--- src/rtl/demux4way16_router.sv ---
// demux4way16_router: steers a valid/ready stream of WIDTH-bit words into one of
// four 1-entry holding registers chosen by in_sel. Each channel drains on its own
// valid/ready handshake. A run/drain FSM lets the consumer side be quiesced
// before reconfiguration.
// Optional feature macro: DEMUX4WAY16_ROUTER_STATS_EN adds saturating per-channel
// delivery counters cnt0..cnt3.
module demux4way16_router #(
  parameter int WIDTH = 16,
  parameter int CNT_W = 8
) (
  input  logic             clk,
  input  logic             rst_n,
  input  logic             en,
  input  logic [WIDTH-1:0] in_data,
  input  logic [1:0]       in_sel,
  input  logic             in_valid,
  output logic             in_ready,
  output logic [WIDTH-1:0] out0,
  output logic [WIDTH-1:0] out1,
  output logic [WIDTH-1:0] out2,
  output logic [WIDTH-1:0] out3,
  output logic [3:0]       out_valid,
  input  logic [3:0]       out_ready,
  output logic [1:0]       state,
  output logic             busy
`ifdef DEMUX4WAY16_ROUTER_STATS_EN
  ,
  output logic [CNT_W-1:0] cnt0,
  output logic [CNT_W-1:0] cnt1,
  output logic [CNT_W-1:0] cnt2,
  output logic [CNT_W-1:0] cnt3
`endif
);

  typedef enum logic [1:0] {
    ST_IDLE  = 2'd0,
    ST_RUN   = 2'd1,
    ST_DRAIN = 2'd2
  } state_t;

  state_t           state_r;
  state_t           state_nxt_s;
  logic [WIDTH-1:0] data_r [4];
  logic [3:0]       valid_r;
  logic [3:0]       load_s;
  logic [3:0]       deliver_s;
  logic             ready_s;
  logic             accept_s;

  // A channel can take a new word when empty, or when its current word leaves this cycle.
  assign ready_s   = (state_r == ST_RUN) & (~valid_r[in_sel] | out_ready[in_sel]);
  assign accept_s  = in_valid & ready_s;
  assign deliver_s = valid_r & out_ready;

  // Decode the accepted word into a one-hot channel load strobe.
  always_comb begin
    load_s = 4'b0000;
    if (accept_s) begin
      load_s[in_sel] = 1'b1;
    end else begin
      load_s = 4'b0000;
    end
  end

  // Holding registers: load wins over delivery so back-to-back words see no bubble.
  always_ff @(posedge clk or negedge rst_n) begin
    if (!rst_n) begin
      valid_r <= 4'b0000;
      for (int k = 0; k < 4; k++) data_r[k] <= {WIDTH{1'b0}};
    end else begin
      for (int k = 0; k < 4; k++) begin
        if (load_s[k]) begin
          data_r[k]  <= in_data;
          valid_r[k] <= 1'b1;
        end else if (deliver_s[k]) begin
          valid_r[k] <= 1'b0;
        end
      end
    end
  end

  // Run/drain next-state decision; DRAIN ignores en until every channel is empty.
  always_comb begin
    state_nxt_s = ST_IDLE;
    case (state_r)
      ST_IDLE: begin
        if (en) state_nxt_s = ST_RUN;
        else    state_nxt_s = ST_IDLE;
      end
      ST_RUN: begin
        if (en)              state_nxt_s = ST_RUN;
        else if (|valid_r)   state_nxt_s = ST_DRAIN;
        else                 state_nxt_s = ST_IDLE;
      end
      ST_DRAIN: begin
        if ((valid_r & ~deliver_s) == 4'b0000) state_nxt_s = ST_IDLE;
        else                                   state_nxt_s = ST_DRAIN;
      end
      default: state_nxt_s = ST_IDLE;
    endcase
  end

  // FSM state register.
  always_ff @(posedge clk or negedge rst_n) begin
    if (!rst_n) state_r <= ST_IDLE;
    else        state_r <= state_nxt_s;
  end

  assign in_ready  = ready_s;
  assign out0      = data_r[0];
  assign out1      = data_r[1];
  assign out2      = data_r[2];
  assign out3      = data_r[3];
  assign out_valid = valid_r;
  assign state     = state_r;
  assign busy      = (state_r != ST_IDLE);

`ifdef DEMUX4WAY16_ROUTER_STATS_EN
  logic [CNT_W-1:0] cnt_r [4];

  // Per-channel delivery counters, saturating at all-ones.
  always_ff @(posedge clk or negedge rst_n) begin
    if (!rst_n) begin
      for (int k = 0; k < 4; k++) cnt_r[k] <= {CNT_W{1'b0}};
    end else begin
      for (int k = 0; k < 4; k++) begin
        if (deliver_s[k] && (cnt_r[k] != {CNT_W{1'b1}})) begin
          cnt_r[k] <= cnt_r[k] + {{(CNT_W-1){1'b0}}, 1'b1};
        end
      end
    end
  end

  assign cnt0 = cnt_r[0];
  assign cnt1 = cnt_r[1];
  assign cnt2 = cnt_r[2];
  assign cnt3 = cnt_r[3];
`endif

endmodule
--- config.mk ---
export PLATFORM = sky130hd
export DESIGN_NAME = demux4way16_router
export DESIGN_NICKNAME = d
export VERILOG_FILES = /design/src/rtl/demux4way16_router.sv
export SDC_FILE = /design/constraint.sdc
export NUM_CORES = 1
export LEC_CHECK = 0
export CAP_MARGIN = 30
export CORE_AREA = 2 2 84 86
export CTS_BUF_LIST = sky130_fd_sc_hd__clkbuf_4 sky130_fd_sc_hd__clkbuf_8 sky130_fd_sc_hd__clkbuf_16
export DETAILED_ROUTE_END_ITERATION = 10
export DIE_AREA = 0 0 86 88
export PLACE_DENSITY = 0.75
export SYNTH_ARGS = -nofsm -noshare
export SYNTH_HDL_FRONTEND = slang
export SYNTH_SLANG_ARGS = --single-unit
--- constraint.sdc ---
create_clock -name clk -period 2.7 [get_ports clk]
set_input_delay 0.54 -clock clk [delete_from_list [all_inputs] [get_ports clk]]
set_output_delay 0.54 -clock clk [all_outputs]
set_load 0.03 [all_outputs]
# After elaboration in Yosys (flattened, before gate mapping)
# Index checks and enable logic that the tools add are counted.
word_totals:
  ff_bits: 70
  input_bits: 26
  out_inout_bits: 72
  elab_cells: 49
classes:
  magnitude_cmp: 2
  eq_ne: 2
  muxes: 20
  n_bitwise: 7
  n_reduce_logical: 9
ops:
  columns: ["op", "count"]
  rows:
  - ["two-way mux 1 bit", 12]
  - ["nonzero test 2 bit", 5]
  - ["bitwise AND 4 bit", 2]
  - ["two-way mux 2 bit", 3]
  - ["one-hot mux 2 bit (3 select lines)", 1]
  - ["binary-select mux 1 bit (select 2 bit)", 2]
  - ["zero test 4 bit", 1]
  - ["two-way mux 4 bit", 1]
  - ["NOT 4 bit", 1]
  - ["OR reduction 4 bit", 1]
  - ["< comparator 2 x 3 -> 1 bit (second input constant)", 1]
  - ["bitwise AND 1 bit", 2]
  - ["demux 1 bit (select 2 bit)", 1]
  - ["equality test 2 x 1 -> 1 bit (second input constant)", 1]
  - ["equality test 2 bit (second input constant)", 1]
  - [">= comparator 2 x 1 -> 1 bit (second input constant)", 1]
  - ["zero test 2 bit", 1]
  - ["logical AND 1 bit", 1]
  - ["NOT 1 bit", 1]
  - ["bitwise OR 1 bit", 1]

# Longest topological paths before layout
depth:
  ltp_word: 8
  mapped_depth: 5
  depth_no_buf: 3

# Least setup slack after synthesis
# OpenSTA, ideal clock, no wires.
synth_timing:
  kind: "input-to-output"
  start: "input port in_sel[1]"
  end: "output port in_ready"
  arrival_ns: 1.788
  required_ns: 2.160
  slack_ns: 0.372
  stages: 4
  n_path_buf: 1
  cell_sequence: "buf_4 -> nor4bb_1 -> or4_1 -> a21oi_1"
synth_via:
  elab_chain_len: 5
  word_cells_on_any_way: 7
  cone_classes: "4 x mux; 3 x bitwise"
synth_lines:
  columns: ["item", "line", "rtl"]
  rows:
  - ["start, declared", "15", "input logic [1:0] in_sel,"]
  - ["binary-select mux 1 bit (select 2 bit)", "51", "assign ready_s = (state_r == ST_RUN) & (~valid_r[in_sel] | out_ready[in_sel]);"]
  - ["two-way mux 1 bit (implied by the code)", "51", null]
  - ["NOT 1 bit", "51", null]
  - ["bitwise OR 1 bit *", "51", null]
  - ["bitwise AND 1 bit *", "51", null]
  - ["end, declared", "17", "output logic in_ready,"]
# Every way passes the cells marked *; elsewhere a longest branch is shown, timed or not. The select of a mux whose other input is x is not followed.

# Worst setup path after layout
# Ends and elaborated chain as after synthesis.

==> reports/metrics.csv <==
stage;metric;value;unit
outcome;status;finished clean;
floorplan;core;0.006644;mm²
run;maxCapViolations;0;
pwr;ir_drop;0.4594;mV
routing;drt_pass1_iterations;4;
grt;busiest_layer;met2;
clock_network;cts_buffers;9;
grt;track_usage;17.70;%
grt;grt_overflow;0;
clock_network;cts_resized;0;
grt;use_met1;23.20;%
cells_and_area;stdcell_count;366;
yosys;ys_ff_latch;70;
place;place_ws;0.2651;ns
timing;tightest_slew;0.5668;ns
place;gp_congestion;0.9091;
yosys;syn_avg_cell_area;16.98;µm²
timing;max_freq;0.4107;GHz
routing;drt-total-wl;6.202;mm
setup_path;cp.arrival;1.89;ns
cells_and_area;syn_to_final_growth;43.13;%
timing;tns;0;ns
timing;clock_skew;0.01005;ns
timing;timing.final.crit_share;90.18;%
clock_network;cts_tree;built;
pwr;p_seq_share;38.4;%
grt;grt_use_met3;3.864;%
yosys;synth.top_cell.area_share;60.68;%
floorplan;die_x;86;µm
pwr;power_leakage;1.809;nW
place;io_buffers;97;
timing;rsz0062_at_grt;false;
yosys;synth_cells;170;
clock_network;clkTransAtPathRegs;0.08;ns
cells_and_area;final_net_count;307;
setup_path;end_kind;primary output;
floorplan;die-height;88;µm
timing;drv_slew;0;
floorplan;start_util;43.45;%
grt;grt_antenna_before_repair;0;
clock_network;cts_sinks;70;
timing;finalWorstSetupSlack;0.2651;ns
routing;post-route-drc-count;0;
clock_network;cts_max_level;3;
clock_network;postCtsSetupBuffers;0;
setup_path;worstPathRequired;2.16;ns
cells_and_area;antennaDiodeCount;0;
place;dp_cells;350;
pwr;finalPower;3.914;mW
routing;vias_per_cell;5.066;
routing;wl_per_cell;16.95;µm
pwr;p_clk_share;18.6;%
yosys;yosysSeqAreaShare;60.68;%
timing;setup_viol;0;
clock_network;clk_latency;0.33;ns
yosys;synth_nets;196;
routing;drt_iter0_drc;27;
clock_network;clockRootBuffer;clkbuf_8;
timing;hold_slack;0.1901;ns
setup_path;critPathKind;input port to primary output;
yosys;ys_types;29;
floorplan;rows;30;
yosys;synth_area;0.002887;mm²
clock_network;postCtsHoldBufs;0;
pwr;p_sw_share;36.42;%
place;place_hpwl;4.352;mm
floorplan;ios;98;
pwr;p_sw;1.425;mW
pwr;p_comb_share;43.1;%
grt;grt_max_degree;27;
timing;maxSlewHeadroom;62.22;%
pwr;p_int;2.488;mW
setup_path;cp-start-kind;input port;
pwr;power_density;947.3;mW/mm²
yosys;yosys.area.top_type;dfrtp_1;
yosys;yosysWarnings;0;
routing;vias;1854;
timing;period_minus_slack;2.435;ns
grt;grt_pass1_wl;10.12;mm
grt;use_met2;28.47;%
clock_network;clock_path_buffers;2;
setup_path;crit_path_max_fanout;3;
cells_and_area;drive_gt1_share;34.97;%
floorplan;dieArea;0.007568;mm²
min_path;hold_class;input port to async pin;
timing;final-hold-violation-count;0;
routing;ant_nets;0;
grt;grt_pass1_vias;1891;
yosys;synth.top_cells.by_area;dfrtp_1, mux2_2, mux2_4;
-- synthesized netlist by cell type, drive strengths merged --
master,count
nor4bb,1
mux2i,1
o21ai,3
buf,6
nand3,1
nor3b,2
nor2b,1
a21oi,1
mux2,64
and3b,1
dfrtp,70
or2,1
nand2b,3
a31o,1
nor4b,1
inv,2
nand4b,2
nor4,2
or4,1
nor2,1
nand2,2
or2b,1
nand4,2
-- cell families (layout without fill, tap and decap cells) --
kind of cell | after synthesis | after routing | share of synthesized area, %
multiplexers | 65 | 65 | 27.91
buffers and inverters | 8 | 124 | 2.644
AO/OA/AOI/OAI | 5 | 5 | 0.9967
AND/OR/NAND/NOR | 22 | 22 | 7.760
flip-flops | 70 | 70 | 60.68
-- cell type report --
class,count,area [µm²]
Fill cell,514,2512
Inverter,2,7.507
Tap cell,80,100.1
Sequential cell,70,1752
Clock inverter,6,38.79
Timing Repair Buffer,106,1044
Multi-Input combinational cell,92,1059
Clock buffer,10,131.4
-- registers in the layout, summed over array words and instances, names as in the netlist --
signal,count
state,2
out_valid,4
out0,16
out2,16
out1,16
out3,16
-- stage by stage --
step | util, % | cell area (µm²)
final | 62.18 | 4131
after global routing | 62.18 | 4131
after CTS | 62.18 | 4131
after detailed placement | 59.62 | 3961
after global placement | 59.62 | 3961
after floorplan | - | 2887
-- power groups by stage --
stage / sequential [mW] / clock [mW] / combinational (mW)
after floorplan: 2.10 / 0 / 0.359
after global placement: 1.51 / 0 / 1.68
after detailed placement: 1.52 / 0 / 1.70
after CTS: 1.51 / 0.748 / 1.70
after global routing: 1.54 / 0.798 / 1.76
final: 1.50 / 0.726 / 1.69
-- worst paths after layout --
path / from / endpoint / slack (ns) / cells past startpoint
setup / recovery: in_sel[1] / in_ready / 0.27 / 5
hold / removal: rst_n / out0[2] / 0.19 / 1
setup reg to reg: state[1] / out1[0] / 1.02 / 4
hold reg to reg: out3[10] / out3[10] / 0.51 / 1
max in group asynchronous: rst_n / out0[5] / 1.91 / 2
min in group clk: out3[10] / out3[10] / 0.51 / 1
-- worst max-delay path, stage by stage --
cell	delay [ns]
clkdlybuf4s50_1	0.44
nor4bb_1	0.15
or4_1	0.46
a21oi_1	0.13
buf_4	0.17
-- layout by cell type (no fill, tap or decap), types with 2 or more instances in the layout --
cell type / n
mux2_2: 43
nor4_1: 2
clkinvlp_4: 2
mux2_4: 20
buf_4: 9
dfrtp_1: 70
clkbuf_8: 9
nand2b_1: 3
inv_1: 2
nor3b_4: 2
nand2_1: 2
clkdlybuf4s50_1: 95
clkinv_2: 3
o21ai_0: 3
-- layer usage --
metal	share of wire, %	vias up
li1	-	839
met1	42	946
met2	51	59
met3	4.4	10
met4	1.8	0
met5	0	-
No activity file was read; power rests on OpenSTA's default activity.
